===== src/rtl/riscv_mem_pkg.sv =====
// Shared definitions for the unified-memory port arbiter.
package riscv_mem_pkg;

  localparam int MEM_ADDR_W  = 64;
  localparam int MEM_DATA_W  = 64;
  localparam int MEM_INSTR_W = 32;

  typedef enum logic [1:0] {
    IDLE   = 2'd0,
    BUSY_I = 2'd1,
    BUSY_D = 2'd2
  } arb_state_t;

endpackage


===== src/rtl/arb_starve_ctr.sv =====
// Counts consecutive data grants taken while a fetch is waiting and raises
// force_grant once the fetch port has been passed over STARVE_MAX times.
module arb_starve_ctr #(
  parameter int STARVE_MAX = 4
) (
  input  logic clk,
  input  logic rst,
  input  logic if_req,
  input  logic grant_i,
  input  logic grant_d,
  output logic force_grant
);

  localparam int CNT_W = $clog2(STARVE_MAX + 1);
  localparam logic [CNT_W-1:0] MAX_CNT = CNT_W'(STARVE_MAX);

  logic [CNT_W-1:0] cnt;

  // Saturating starvation count; any fetch grant or an idle fetch port clears it
  always_ff @(posedge clk) begin
    if (rst || !if_req || grant_i) begin
      cnt <= '0;
    end else if (grant_d && (cnt != MAX_CNT)) begin
      cnt <= cnt + 1'b1;
    end
  end

  assign force_grant = (cnt == MAX_CNT);

endmodule


===== src/rtl/mem_port_arbiter.sv =====
// Shares one single-port memory between the fetch port and the data port,
// one transaction at a time, and produces the pipeline stall requests.
module mem_port_arbiter
  import riscv_mem_pkg::*;
#(
  parameter int ADDR_W     = MEM_ADDR_W,
  parameter int DATA_W     = MEM_DATA_W,
  parameter int INSTR_W    = MEM_INSTR_W,
  parameter int STARVE_MAX = 4
) (
  input  logic               clk,
  input  logic               rst,
  input  logic               if_req,
  input  logic [ADDR_W-1:0]  if_addr,
  input  logic               if_kill,
  output logic [INSTR_W-1:0] if_rdata,
  output logic               if_ack,
  input  logic               d_req,
  input  logic               d_we,
  input  logic [ADDR_W-1:0]  d_addr,
  input  logic [DATA_W-1:0]  d_wdata,
  output logic [DATA_W-1:0]  d_rdata,
  output logic               d_ack,
  output logic               m_req,
  output logic               m_we,
  output logic [ADDR_W-1:0]  m_addr,
  output logic [DATA_W-1:0]  m_wdata,
  input  logic [DATA_W-1:0]  m_rdata,
  input  logic               m_ready,
  output logic               stall_if,
  output logic               stall_mem
);

  arb_state_t state, state_nxt;
  logic       kill_pend;
  logic       if_elig, d_elig;
  logic       grant_i, grant_d;
  logic       force_grant;

  arb_starve_ctr #(
    .STARVE_MAX (STARVE_MAX)
  ) u_starve (
    .clk         (clk),
    .rst         (rst),
    .if_req      (if_req),
    .grant_i     (grant_i),
    .grant_d     (grant_d),
    .force_grant (force_grant)
  );

  // Grant decision and next state; a port acked this cycle still shows its old request
  always_comb begin
    if_elig   = if_req & ~if_ack & ~if_kill;
    d_elig    = d_req & ~d_ack;
    grant_i   = 1'b0;
    grant_d   = 1'b0;
    state_nxt = state;
    case (state)
      IDLE: begin
        if (if_elig && (!d_elig || force_grant)) begin
          grant_i   = 1'b1;
          state_nxt = BUSY_I;
        end else if (d_elig) begin
          grant_d   = 1'b1;
          state_nxt = BUSY_D;
        end
      end
      BUSY_I, BUSY_D: begin
        if (m_ready) state_nxt = IDLE;
      end
      default: state_nxt = IDLE;
    endcase
  end

  // State register
  always_ff @(posedge clk) begin
    if (rst) state <= IDLE;
    else     state <= state_nxt;
  end

  // Memory command captured at grant and held; request dropped on completion
  always_ff @(posedge clk) begin
    if (rst) begin
      m_req   <= 1'b0;
      m_we    <= 1'b0;
      m_addr  <= '0;
      m_wdata <= '0;
    end else if (grant_i) begin
      m_req  <= 1'b1;
      m_we   <= 1'b0;
      m_addr <= if_addr;
    end else if (grant_d) begin
      m_req   <= 1'b1;
      m_we    <= d_we;
      m_addr  <= d_addr;
      m_wdata <= d_wdata;
    end else if (m_ready && (state != IDLE)) begin
      m_req <= 1'b0;
    end
  end

  // Completion: ack pulse and read data one cycle after m_ready; killed fetches stay silent
  always_ff @(posedge clk) begin
    if (rst) begin
      if_ack    <= 1'b0;
      d_ack     <= 1'b0;
      if_rdata  <= '0;
      d_rdata   <= '0;
      kill_pend <= 1'b0;
    end else begin
      if_ack <= 1'b0;
      d_ack  <= 1'b0;
      if (state == BUSY_I) begin
        if (m_ready) begin
          kill_pend <= 1'b0;
          if (!kill_pend && !if_kill) begin
            if_ack   <= 1'b1;
            if_rdata <= m_addr[2] ? m_rdata[DATA_W-1 -: INSTR_W] : m_rdata[INSTR_W-1:0];
          end
        end else if (if_kill) begin
          kill_pend <= 1'b1;
        end
      end
      if ((state == BUSY_D) && m_ready) begin
        d_ack   <= 1'b1;
        d_rdata <= m_rdata;
      end
    end
  end

  assign stall_if  = if_req & ~if_ack;
  assign stall_mem = d_req & ~d_ack;

endmodule


===== config.mk =====
export PLATFORM = sky130hd
export DESIGN_NAME = mem_port_arbiter
export DESIGN_NICKNAME = d
export VERILOG_FILES = /design/src/rtl/riscv_mem_pkg.sv /design/src/rtl/arb_starve_ctr.sv /design/src/rtl/mem_port_arbiter.sv
export SDC_FILE = /design/constraint.sdc
export NUM_CORES = 1
export LEC_CHECK = 0
export ABC_AREA = 1
export CAP_MARGIN = 20
export CORE_AREA = 2 2 192 194
export CTS_BUF_LIST = sky130_fd_sc_hd__clkbuf_2 sky130_fd_sc_hd__clkbuf_4 sky130_fd_sc_hd__clkbuf_8
export DETAILED_ROUTE_END_ITERATION = 10
export DIE_AREA = 0 0 194 196
export DONT_BUFFER_PORTS = 1
export SKIP_LAST_GASP = 1
export SYNTH_ARGS = -nofsm -noshare
export SYNTH_HDL_FRONTEND = slang
export SYNTH_SLANG_ARGS = --single-unit
export TNS_END_PERCENT = 100

===== constraint.sdc =====
create_clock -name clk -period 1.4 [get_ports clk]
set_input_delay 0.28 -clock clk [delete_from_list [all_inputs] [get_ports clk]]
set_output_delay 0.28 -clock clk [all_outputs]
set_load 0.01 [all_outputs]

==> impl_metrics.py <==
metrics = {
    "detailed_routing": {
        "ant_nets": 0,
        "routed_wl_mm": 47.2,
        "drt_iter0_drc": 998,
        "drc_errors": 0,
        "vias": 11600,
        "firstDrtPassIters": 8,
        "routedWlPerCell_um": 22.2,
        "drt-vias-per-instance": 5.45,
    },
    "logic_synthesis": {
        "yosysUniqueCellTypes": 24,
        "synthFlopType": "dfxtp_1",
        "yosysSeqAreaShare": 0.485,
        "yosysWarningCount": 0,
        "synthMuxAreaShare": 0,
        "synth-adder-area-share": 0.00648,
        "synth-compound-area-share": 0.139,
        "synth_edf_count": 0,
        "syn_nets": 1581,
        "synth_cells": 1313,
        "synth_top_family_by_area": "simple AND/OR/NAND/NOR gates",
        "netlist_area_mm2": 0.00965,
        "ys_seq_elements": 234,
        "synthArstFlopShare": 0,
        "avgSynthCellArea_um2": 7.35,
        "synth-xor-area-share": 0,
        "synth-simple-area-share": 0.270,
    },
    "clocking": {
        "clock_latency_ns": 0.59,
        "cts_tree": "built",
        "cts_buffers": 42,
        "cts_buffer_depth": 3,
        "path_clk_slew_ns": 0.06,
        "clock_sinks": 234,
        "root_buffer": "clkbuf_8",
        "h-tree-depth": 2,
        "postCtsHoldBufs": 194,
    },
    "grt": {
        "grt.met2_usage": 0.377,
        "grt_start_max_net_pins": 70,
        "busiest_layer": "met2",
        "grt_first_pass_wirelength_mm": 66.8,
        "use_met1": 0.249,
        "grt_pass1_vias": 11500,
        "grt.overflow.total": 0,
        "antenna_found_initial": 4,
        "grt_util_all_layers": 0.225,
        "gr-usage-met3": 0.0631,
    },
    "timing": {
        "hold_ws_ns": -0.224,
        "setup_viol": 162,
        "slew_headroom": 0.761,
        "setup_slack_ns": -0.256,
        "grt_setup_unrepaired": "yes",
        "timing.final.crit_share": 1.18,
        "finalMaxSlewViolations": 0,
        "hold_viol_final": 68,
        "fmax_mhz": 604,
        "fin_crit_ns": 1.66,
        "tightest_slew_ns": 0.357,
        "fin_skew_ns": 0.0254,
    },
    "placement": {
        "pre_cts_slack_ns": -0.232,
        "gp_congestion": 0.855,
        "hpwl_mm": 22.8,
        "placed_cell_area_mm2": 0.0105,
        "port_buffers": 0,
    },
    "setup_path": {
        "crit_buf_inv": 5,
        "slowest_delay_ns": 0.33,
        "critPathKind": "reg -> reg",
        "end_kind": "register",
        "path_cells": "inv_2, ha_4, nand2_4, nand2_4, nand2_8, nand3_4, buf_8, buf_12, buf_12, buf_16, nand2_2, a21oi_1",
        "crit_arrival_ns": 2.11,
        "worstPathRequired_ns": 1.85,
        "startpoint_type": "register",
        "path_delay_family": "buffers and inverters",
        "cp_slowest_cell": "dfxtp_2",
        "cp_max_fo": 6,
    },
    "layout": {
        "stdcell_area_mm2": 0.0168,
        "layout.cells.most_common": "dfxtp_1",
        "seq_area_mm2": 0.00470,
        "final_util": 0.466,
        "area_delta_synth_final_pct": 74.2,
        "fin_nets": 1891,
        "layout_common_cells": "226 x dfxtp_1, 206 x nand2_1, 194 x dlygate4sd3_1",
        "fill_cells": 3187,
        "final_layout_size_suffix_gt1_frac": 0.298,
        "multi_input_area_mm2": 0.00505,
    },
    "floorplanning": {
        "io_pins": 493,
        "initial_core_util": 0.268,
        "die_area_mm2": 0.0380,
        "core_area_mm2": 0.0361,
        "die_x_um": 194,
        "die_h_um": 196,
        "rows": 70,
    },
    "status": {
        "status": "finished with violations",
        "violations": "negative hold slack, negative setup slack",
    },
    "power_and_ir_drop": {
        "p_leak_nw": 7.34,
        "p_total_w": 0.0211,
        "power_density_mw_per_mm2": 1250,
        "ir_worst_vdd_mv": 0.868,
    },
    "worst_hold_path": {
        "min_path_type": "in -> reg",
    },
    "run": {
        "drv_cap": 0,
    },
}
==> path summary, 6_finish.rpt <==
| check | from | end | slack, ns | cells past startpoint |
|---|---|---|---|---|
| setup / recovery | u_starve.cnt[0] | m_wdata[55] | -0.26 | 12 |
| hold / removal | rst | m_wdata[17] | -0.22 | 1 |
| setup reg to reg | u_starve.cnt[0] | m_wdata[55] | -0.26 | 12 |
| hold reg to reg | m_wdata[7] | m_wdata[7] | 0.50 | 2 |
==> state kept, by name (all words and copies together), names as in the netlist <==
signal,cells
m_req,1
kill_pend,1
state,2
m_addr,64
if_rdata,32
u_starve.cnt,3
m_we,1
d_ack,1
m_wdata,64
if_ack,1
d_rdata,64
==> cells in the mapped netlist (5+ instances only) <==
| library cell | count | area (µm²) |
|---|---|---|
| inv_1 | 110 | 413 |
| a21oi_1 | 167 | 836 |
| nand2_1 | 277 | 1040 |
| buf_2 | 21 | 105 |
| clkbuf_1 | 62 | 233 |
| nand3_1 | 66 | 330 |
| buf_1 | 16 | 60.1 |
| o21ai_0 | 99 | 495 |
| buf_4 | 12 | 90.1 |
| ha_1 | 5 | 62.6 |
| buf_6 | 5 | 56.3 |
| nor2_1 | 101 | 379 |
| dfxtp_1 | 234 | 4680 |
| nand4_1 | 128 | 801 |
==> area by class of cell <==
cell class                 instances  area share
clock buffer                      67      0.0500
sequential                       234       0.280
multi-input combinational        851       0.301
antenna                            4    0.000595
timing repair buffer             382       0.302
tap                              468      0.0348
clock inverter                     6     0.00506
inverter                         112      0.0269
==> where the power goes <==
part / total, W / internal, W / switching (W)
Clock: 0.00708 / 0.00416 / 0.00292
Sequential: 0.00813 / 0.00728 / 0.000850
Combinational: 0.00584 / 0.00293 / 0.00292
Total: 0.0211 / 0.0144 / 0.00669
==> stage by stage <==
stage / std cells / hold slack [ns] / setup TNS (ns)
after global placement: 1736 / 0.355 / -17.68
after floorplan: 1313 / 0.419 / -2.55
final: 2124 / -0.224 / -21.71
after global routing: 2124 / -0.293 / -32.94
after CTS: 2114 / -0.305 / -29.07
after detailed placement: 1736 / 0.357 / -21.66
==> routing by layer <==
metal	up-vias	wire length, µm	share of wire
li1	5022	-	-
met1	5370	16600	0.35
met2	890	22800	0.48
met3	290	4680	0.099
met4	0	3240	0.069
met5	-	0	0
==> timing repair <==
action,4_1_cts,5_1_grt
gates resized for setup,264,198
endpoints found under the setup margin,214,229
cloned,52,9
pin swaps,88,64
hold endpoints to repair,232,68
buffers inserted,65,8
==> worst register-to-register path: cells and delay by family (launching register included) <==
kind | cells | cell delay [ns]
compound gates | 1 | 0.07
fa+ha+maj | 1 | 0.16
buf+inv | 5 | 0.60
flops | 1 | 0.33
simple gates | 5 | 0.38
==> cells by family (layout without fill, tap and decap cells) <==
logic type               count (synthesis)  after routing
AO/OA/AOI/OAI                          267            267
flip-flops                             234            234
AND/OR/NAND/NOR                        579            579
other                                    0              4
buffers and inverters                  228            567
adder cells (fa/ha/maj)                  5              5
No activity file was read; power rests on OpenSTA's default activity.
